<file path="config.mk">
export PLATFORM = sky130hd
export DESIGN_NAME = sqrt_iter_unit_flat
export DESIGN_NICKNAME = d
export VERILOG_FILES = /design/src/rtl/sqrt_pkg.sv /design/src/rtl/sqrt_iter_unit_if.sv /design/src/rtl/sqrt_pair_lzd.sv /design/src/rtl/sqrt_iter_unit.sv /design/src/flat_wrapper.sv
export SDC_FILE = /design/constraint.sdc
export NUM_CORES = 1
export LEC_CHECK = 0
export BUFFER_PORTS_ARGS = -buffer_cell sky130_fd_sc_hd__buf_2
export CAP_MARGIN = 25
export CORE_MARGIN = 2
export CORE_UTILIZATION = 45
export CTS_CLUSTER_DIAMETER = 120
export DETAILED_ROUTE_END_ITERATION = 10
export GPL_TIMING_DRIVEN = 0
export PLACE_DENSITY = 0.71
export SYNTH_ARGS = -nofsm -noshare
export SYNTH_HDL_FRONTEND = slang
export SYNTH_SLANG_ARGS = --single-unit
</file>
<file path="constraint.sdc">
create_clock -name clk -period 6.05 [get_ports clk]
set_clock_uncertainty 0.2 [all_clocks]
set_input_delay 0.3025 -clock clk [delete_from_list [all_inputs] [get_ports clk]]
set_output_delay 0.3025 -clock clk [all_outputs]
set_load 0.01 [all_outputs]
</file>
<file path="src/rtl/sqrt_pkg.sv">
// Shared types and width rules for the iterative square-root unit.
package sqrt_pkg;

  typedef enum logic [1:0] {IDLE, SEED, ITER, DONE} state_e;

  function automatic int pairs(input int width);
    return (width + 1) / 2;
  endfunction

  // Two guard bits above the root width keep r' = 4r + pair from overflowing.
  function automatic int rem_width(input int p);
    return p + 2;
  endfunction

  function automatic int k_width(input int p);
    return (p > 1) ? $clog2(p) : 1;
  endfunction

endpackage

</file>
<file path="src/rtl/sqrt_iter_unit_if.sv">
// Four-phase req/fin request bus between a requester and the square-root unit.
interface sqrt_iter_unit_if #(
  parameter int Width = 32
);
  localparam int P = sqrt_pkg::pairs(Width);

  logic             req;
  logic [Width-1:0] x;
  logic             fin;
  logic [P-1:0]     yo;
  logic [P:0]       rem;
  logic             busy;

  modport master (output req, x, input fin, yo, rem, busy);
  modport slave  (input req, x, output fin, yo, rem, busy);
endinterface

</file>
<file path="src/rtl/sqrt_pair_lzd.sv">
// Priority encoder: index of the highest non-zero bit pair of the radicand.
module sqrt_pair_lzd
  import sqrt_pkg::*;
#(
  parameter int P  = 16,
  parameter int KW = k_width(P)
) (
  input  logic [2*P-1:0] xr,
  output logic [KW-1:0]  k0,
  output logic           zero
);

  always_comb begin
    k0   = '0;
    zero = 1'b1;
    for (int j = 0; j < P; j++) begin
      if (xr[2*j +: 2] != 2'b00) begin
        k0   = KW'(j);
        zero = 1'b0;
      end
    end
  end

endmodule

</file>
<file path="src/rtl/sqrt_iter_unit.sv">
// Restoring digit-by-digit integer square root, one root bit per clock,
// starting at the highest non-zero bit pair of the radicand.
module sqrt_iter_unit
  import sqrt_pkg::*;
#(
  parameter int Width   = 32,
  parameter bit SyncReq = 1'b1
) (
  input logic             clk,
  input logic             rst_n,
  sqrt_iter_unit_if.slave bus
);

  localparam int P  = pairs(Width);
  localparam int RW = rem_width(P);
  localparam int KW = k_width(P);

  logic rq;

  generate
    if (SyncReq) begin : g_sync
      logic [1:0] sync_q;
      always_ff @(posedge clk or negedge rst_n) begin
        if (!rst_n) sync_q <= '0;
        else        sync_q <= {sync_q[0], bus.req};
      end
      assign rq = sync_q[1];
    end else begin : g_nosync
      assign rq = bus.req;
    end
  endgenerate

  state_e          state_q, state_d;
  logic [2*P-1:0]  xr_q, xr_d;
  logic [P-1:0]    root_q, root_d;
  logic [RW-1:0]   r_q, r_d;
  logic [KW-1:0]   k_q, k_d;
  logic            fin_q, fin_d;
  logic [P-1:0]    yo_q, yo_d;
  logic [P:0]      rem_q, rem_d;

  logic [KW-1:0]   k0;
  logic            xr_zero;

  sqrt_pair_lzd #(.P(P), .KW(KW)) u_lzd (
    .xr   (xr_q),
    .k0   (k0),
    .zero (xr_zero)
  );

  // One restoring step: bring down pair k, trial-subtract 4*root+1.
  logic [1:0]    pair_k;
  logic [RW-1:0] r_sh, t_val, r_nx;
  logic          ge;
  logic [P-1:0]  root_nx;

  always_comb begin
    pair_k  = xr_q[{k_q, 1'b0} +: 2];
    r_sh    = (r_q << 2) | RW'(pair_k);
    t_val   = {root_q, 2'b01};
    ge      = (r_sh >= t_val);
    r_nx    = ge ? (r_sh - t_val) : r_sh;
    root_nx = (root_q << 1) | P'(ge);
  end

  always_comb begin
    state_d = state_q;
    xr_d    = xr_q;
    root_d  = root_q;
    r_d     = r_q;
    k_d     = k_q;
    fin_d   = fin_q;
    yo_d    = yo_q;
    rem_d   = rem_q;
    case (state_q)
      IDLE: begin
        if (rq) begin
          xr_d    = (2*P)'(bus.x);
          root_d  = '0;
          r_d     = '0;
          state_d = SEED;
        end
      end
      SEED: begin
        if (xr_zero) begin
          yo_d    = '0;
          rem_d   = '0;
          fin_d   = 1'b1;
          state_d = DONE;
        end else begin
          k_d     = k0;
          state_d = ITER;
        end
      end
      ITER: begin
        root_d = root_nx;
        r_d    = r_nx;
        if (k_q == '0) begin
          yo_d    = root_nx;
          rem_d   = (P+1)'(r_nx);
          fin_d   = 1'b1;
          state_d = DONE;
        end else begin
          k_d = k_q - KW'(1);
        end
      end
      DONE: begin
        if (!rq) begin
          fin_d   = 1'b0;
          state_d = IDLE;
        end
      end
      default: state_d = IDLE;
    endcase
  end

  always_ff @(posedge clk or negedge rst_n) begin
    if (!rst_n) begin
      state_q <= IDLE;
      xr_q    <= '0;
      root_q  <= '0;
      r_q     <= '0;
      k_q     <= '0;
      fin_q   <= 1'b0;
      yo_q    <= '0;
      rem_q   <= '0;
    end else begin
      state_q <= state_d;
      xr_q    <= xr_d;
      root_q  <= root_d;
      r_q     <= r_d;
      k_q     <= k_d;
      fin_q   <= fin_d;
      yo_q    <= yo_d;
      rem_q   <= rem_d;
    end
  end

  assign bus.fin  = fin_q;
  assign bus.yo   = yo_q;
  assign bus.rem  = rem_q;
  assign bus.busy = (state_q == SEED) || (state_q == ITER);

endmodule
</file>
<file path="src/flat_wrapper.sv">
// flat-port wrapper written by rule: the top's interface ports become plain ports
module sqrt_iter_unit_flat import sqrt_pkg::*;
#(
  parameter int Width   = 32,
  parameter bit SyncReq = 1'b1
)
  (clk, rst_n, bus_req, bus_x, bus_fin, bus_yo, bus_rem, bus_busy);
  sqrt_iter_unit_if #(.Width(Width)) bus_i ();
  input logic clk;
  input logic rst_n;
  input wire logic [$bits(bus_i.req)-1:0] bus_req;
  input wire logic [$bits(bus_i.x)-1:0] bus_x;
  output wire logic [$bits(bus_i.fin)-1:0] bus_fin;
  output wire logic [$bits(bus_i.yo)-1:0] bus_yo;
  output wire logic [$bits(bus_i.rem)-1:0] bus_rem;
  output wire logic [$bits(bus_i.busy)-1:0] bus_busy;
  assign bus_i.req = bus_req;
  assign bus_i.x = bus_x;
  assign bus_fin = bus_i.fin;
  assign bus_yo = bus_i.yo;
  assign bus_rem = bus_i.rem;
  assign bus_busy = bus_i.busy;
  sqrt_iter_unit #(.Width(Width), .SyncReq(SyncReq)) u_core (.clk(clk), .rst_n(rst_n), .bus(bus_i));
endmodule
</file>
## Word level (Yosys, flattened, before mapping)

Cells that the tools add are included.

- Order comparisons: 1
- Reductions and logical operators: 28
- Shifts and indexed selects: 1
- Multiplexer cells: 54
- Bitwise operators: 2
- Add/subtract/negate cells: 2
- Eq/ne operators: 9

Operators by type and width:

| cell | number |
|---|---|
| 16-bit one-hot mux with 2 select lines | 3 |
| 16-bit 2-to-1 mux | 4 |
| 4-bit 2-to-1 mux | 16 |
| 17-bit 2-to-1 mux | 3 |
| 2-bit nonzero test | 18 |
| 17-bit one-hot mux with 2 select lines | 1 |
| 32-bit by 6-bit variable part select with 2-bit output | 1 |
| 1-bit 2-to-1 mux | 21 |
| 18-bit >= comparator | 1 |
| 18-bit by 2-bit bitwise OR with 18-bit output | 1 |
| 17-bit subtractor | 1 |
| 16-bit by 1-bit bitwise OR with 16-bit output | 1 |
| 3-bit AND reduction | 3 |
| 2-bit != test, second input constant | 4 |
| 2-bit one-hot mux with 4 select lines | 1 |
| 4-bit one-hot mux with 2 select lines | 1 |
| 2-bit 2-to-1 mux | 3 |
| 2-bit == test, second input constant | 2 |
| 4-bit zero test | 1 |
| 2-bit by 1-bit != test with 1-bit output, second input constant | 2 |
| 2-bit AND reduction | 2 |
| 4-bit AND reduction | 1 |
| 4-bit by 1-bit subtractor with 4-bit output, second input constant | 1 |
| 1-bit one-hot mux with 3 select lines | 1 |
| other kinds (4) | 4 |

- Bits in registers: 106

## Logic depth before layout (Yosys ltp)

- Depth after elaboration: 19
- Depth in mapped cells: 18

## Hierarchy

Synthesis repeated with hierarchy kept, for this count alone.

- Cell total of the unflattened synthesis: 543
- Area total of the unflattened synthesis: 5,607.9 µm²

Modules (own cells, without submodules):

| module | cells each | area an instance (µm²) | times used |
|---|---|---|---|
| sqrt_iter_unit | 504 | 5,353.9 | 1 |
| sqrt_pair_lzd | 39 | 254.0 | 1 |

## Least setup slack after synthesis

OpenSTA, ideal clock, no wires.

- Path kind: register to register
- Start: register u_core.k_q[0]
- End: register u_core.r_q[1]
- Path buffers: 3
- Path slack: 2.498 ns
- Period minus slack after synthesis: 3.552 ns
- Setup time: 0.066 ns
- Stages on the path, launching flop included: 15
- Data arrival time: 3.285 ns
- Cells stage by stage: dfrtp_1 -> buf_6 -> buf_12 -> mux4_2 -> a32o_2 -> nor2_8 -> ha_1 -> nor2b_1 -> o221a_2 -> o311ai_1 -> a21oi_1 -> a211oi_1 -> buf_2 -> mux2i_1 -> a22o_1

- Cells in the longest elaborated chain, start to end: 5

Ends and longest elaborated chain:

| element | RTL line | text |
|---|---|---|
| start: declaration | sqrt_iter_unit.sv:37 | `logic [KW-1:0] k_q, k_d;` |
| start signal: assignment | sqrt_iter_unit.sv:132 | `k_q <= k_d;` |
| 32-bit by 6-bit variable part select with 2-bit output (*) | sqrt_iter_unit.sv:58 | `pair_k = xr_q[{k_q, 1'b0} +: 2];` |
| 18-bit by 2-bit bitwise OR with 18-bit output (*) | sqrt_iter_unit.sv:59 | `r_sh = (r_q << 2) \| RW'(pair_k);` |
| 17-bit subtractor / 18-bit >= comparator (equally long branches) | sqrt_iter_unit.sv:62, sqrt_iter_unit.sv:61 |  |
| 17-bit 2-to-1 mux (*) | sqrt_iter_unit.sv:62 | `r_nx = ge ? (r_sh - t_val) : r_sh;` |
| 16-bit one-hot mux with 2 select lines (*) | sqrt_iter_unit.sv:75 | `case (state_q)` |
| end signal: assignment | sqrt_iter_unit.sv:131 | `r_q <= r_d;` |
| end: declaration | sqrt_iter_unit.sv:36 | `logic [RW-1:0] r_q, r_d;` |

Mark *: on every way between the ends. The rest lies on a longest branch, timed or not.
A chain may end at the register's enable or synchronous reset.

## Worst setup path after layout

- Start: register u_core.k_q[0]
- End: register u_core.rem_q[13] (netlist: u_core.bus.rem[13])

- Cells in the longest elaborated chain, start to end: 6

Ends and longest elaborated chain:

| element | RTL line | text |
|---|---|---|
| 32-bit by 6-bit variable part select with 2-bit output | sqrt_iter_unit.sv:58 |  |
| 18-bit by 2-bit bitwise OR with 18-bit output | sqrt_iter_unit.sv:59 |  |
| 17-bit subtractor / 18-bit >= comparator (equally long branches) | sqrt_iter_unit.sv:62, sqrt_iter_unit.sv:61 |  |
| 17-bit 2-to-1 mux | sqrt_iter_unit.sv:62 |  |
| 17-bit 2-to-1 mux | sqrt_iter_unit.sv:98 | `if (k_q == '0) begin` |
| 17-bit one-hot mux with 2 select lines | sqrt_iter_unit.sv:75 |  |
| end signal: assignment | sqrt_iter_unit.sv:135 | `rem_q <= rem_d;` |
| end: declaration | sqrt_iter_unit.sv:40 | `logic [P:0] rem_q, rem_d;` |

Several ways; a longest one is shown, not always the timed one. The select of a mux whose other input is x is not followed.

==> results.json <==
{
  "syn-cell-area_sq_um": 5730,
  "area.growth.synth_to_final_pct": 21.6,
  "rsz0062_at_grt": "no",
  "cp_slowest_cell": "mux4_2",
  "die_area_sq_um": 13700,
  "dp_hpwl_mm": 10.5,
  "clkLatencyLatePin_ns": 0.36,
  "ys_seq_elements": 106,
  "core_area_sq_um": 12500,
  "ir_drop_v": 0.000349,
  "drive_above_1_share_pct": 20.1,
  "finalPower_mw": 4.21,
  "numCtsBuffers": 9,
  "ant_nets": 0,
  "slew_headroom_pct": 41.9,
  "vias_per_cell": 5.53,
  "drv_cap": 0,
  "yosysWarnings": 0,
  "path_cells": "buf_6 -> buf_12 -> mux4_2 -> a32o_2 -> nor2_8 -> ha_1 -> nor2b_1 -> o221a_2 -> o311ai_1 -> a21oi_1 -> a211o_1 -> clkbuf_1 -> nor2_1 -> a22oi_1 -> o21ai_0",
  "nNetsFinal": 736,
  "cp_slowest_stage_delay_ns": 0.51,
  "end_kind": "flop",
  "timing_hold_violations_final": 0,
  "die-height_microns": 117,
  "dieWidth_microns": 117,
  "start_util_pct": 45.8,
  "place.gp.congestion": 0.883,
  "worstMarginPinSlew_ns": 0.849,
  "io_pins": 70,
  "dr.pass1.iters": 4,
  "synth_edf_count": 0,
  "clock_path_buffers": 2,
  "hold_path_depth": 0,
  "ys_types": 65,
  "finalSetupViolCount": 0,
  "cp_num_cells": 15,
  "yosysSeqAreaShare_pct": 46.3,
  "whs_ns": 0.149,
  "clock-root-buffer": "clkbuf_16",
  "avgSynthCellArea_sq_um": 10.2,
  "grt-ovfl-total": 0,
  "drv_slew": 0,
  "dp.cells": 805,
  "post_cts_resized": 0,
  "worst-path-buf-inv": 3,
  "fin_tns_setup_ns": 0,
  "layout_worst_path_cycle_share_pct": 72.0,
  "htreeDepth": 3,
  "rows": 41,
  "yosys.area.top_type": "dfrtp_1",
  "antenna_found_initial": 0,
  "p_per_area_nw_per_um2": 605,
  "clock.fmax_mhz": 229,
  "wl_mm": 14.4,
  "synth_commonest_cells": "dfrtp_1 (106), nand2_1 (69), o21ai_0 (66), mux2_2 (32), nor2_1 (27)",
  "cp.arrival_ns": 4.43,
  "status": "finished clean",
  "clk_pin_slew_ns": 0.07,
  "synthTopCellsByArea": "dfrtp_1 (46%), mux2_2 (6.3%), o21ai_0 (5.8%), ha_1 (5.0%), nand2_1 (4.5%)",
  "grt_usage_pct": 22.6,
  "synth_top_area_share_pct": 46.3,
  "cts_tree": "done",
  "syn_inst": 563,
  "diodes": 0,
  "crit_fanout": 10,
  "p_leak_nw": 3.16,
  "grt_max_degree": 73,
  "drc": 0,
  "critPathTopFamily": "compound AO/OA/AOI/OAI gates",
  "synth_nets": 621,
  "wl_per_cell_microns": 16.9,
  "startpoint_type": "flop",
  "synth.most_common_cell": "dfrtp_1",
  "worstPathRequired_ns": 6.12,
  "grt_pass1_vias": 4722,
  "clock-sinks": 106,
  "vias": 4728,
  "drt_iter0_drc": 223,
  "reg2reg_depth": 15,
  "portBuffers": 69,
  "min-delay-path-class": "flop to flop",
  "fin_cells": 855,
  "grt_pass1_wl_mm": 23.5,
  "critical_path_class": "flop to flop",
  "async_flop_share_pct": 100,
  "period_minus_slack_ns": 4.36,
  "synthFlopType": "dfrtp_1"
}
[layout by cell type, fill, tap and decap left out, drive strengths merged, types with 3 or more instances in the layout]
master | synthesis | routed
dfrtp | 106 | 106
buf | 10 | 80
o21ai | 71 | 71
nand2 | 70 | 70
dlygate4sd3 | 0 | 34
mux2 | 32 | 32
clkbuf | 19 | 30
nor2 | 28 | 28
inv | 26 | 27
ha | 23 | 23
a21oi | 19 | 19
mux2i | 11 | 11
nand3 | 10 | 10
nor3 | 10 | 10
nor4 | 9 | 9
a32oi | 8 | 8
nor2b | 7 | 7
a22oi | 7 | 7
a211oi | 7 | 7
o31ai | 7 | 7
o21a | 7 | 7
a22o | 6 | 6
xor2 | 6 | 6
mux4 | 6 | 6
and3 | 5 | 5
nand4 | 4 | 4
o22ai | 4 | 4
a21o | 4 | 4
a31oi | 4 | 4
a2111oi | 4 | 4
and2 | 3 | 3
nand2b | 3 | 3
clkinvlp | 0 | 3
[final cells by class]
class / count / area (sq um)
inverters: 26 / 97.6
fillers: 1140 / 5550
repair buffers: 104 / 716
well taps: 172 / 215
flip-flops and latches: 106 / 2650
clock buffers: 11 / 243
clock inverters: 5 / 61.3
multi-input cells: 402 / 2840
plain buffers: 29 / 144
[routing by layer]
layer	GRT usage [%]	wire length, microns
met1	27.9	6250
met2	39.3	7280
met3	5.87	665
met4	6.51	232
met5	0	0
[worst register-to-register path: cells and delay by family (launching register included)]
family,cells,cell delay (ns)
simple gates,3,0.70
mux,1,0.51
flops,1,0.34
compound gates,7,1.76
buf+inv,3,0.56
fa+ha+maj,1,0.19
[state kept, by name, indices dropped and copies added (netlist names)]
name	count
u_core.xr_q	32
u_core.bus.rem	17
u_core.bus.yo	16
u_core.r_q	16
u_core.root_q	16
u_core.k_q	4
u_core.g_sync.sync_q	2
u_core.state_q	2
u_core.bus.fin	1
[cells by family (layout without fill, tap and decap cells)]
| family | after synthesis | after routing | synth area share [%] |
|---|---|---|---|
| multiplexers | 49 | 49 | 10.8 |
| flip-flops | 106 | 106 | 46.3 |
| adder cells (fa/ha/maj) | 23 | 23 | 5.02 |
| XOR/XNOR | 8 | 8 | 1.22 |
| AND/OR/NAND/NOR | 157 | 157 | 13.1 |
| buffers and inverters | 55 | 175 | 4.21 |
| AO/OA/AOI/OAI | 165 | 165 | 19.3 |
[stage by stage]
stage	util, %	cell area (sq um)	setup slack (ns)
after floorplan	-	5730	2.50
after global placement	50.2	6290	1.81
after detailed placement	50.5	6320	1.72
after CTS	55.6	6960	1.71
after global routing	55.6	6960	1.51
final	55.6	6960	1.69
[power breakdown]
group          switching, mW  internal [mW]  leakage (nW)  total (mW)
combinational           1.53           1.02          1.65        2.56
sequential             0.174          0.883          1.37        1.06
clock                  0.265          0.334         0.138       0.598
[repair_timing]
item                                   in CTS  in global routing
endpoints found under the hold margin      67                  0
setup endpoints to repair                   0                  0
hold buffers                               34                  0
buffers inserted                            0                  0
[path summary, 6_finish.rpt]
| path | start | endpoint | slack [ns] |
|---|---|---|---|
| min reg2reg | u_core.g_sync.sync_q[0] | u_core.g_sync.sync_q[1] | 0.15 |
| max reg2reg | u_core.k_q[0] | u_core.bus.rem[13] | 1.69 |
| min | u_core.g_sync.sync_q[0] | u_core.g_sync.sync_q[1] | 0.15 |
| max in group asynchronous | rst_n | u_core.g_sync.sync_q[0] | 4.71 |
| min in group asynchronous | rst_n | u_core.r_q[4] | 0.24 |
| max | u_core.k_q[0] | u_core.bus.rem[13] | 1.69 |
(Power assumes the default switching activity.)
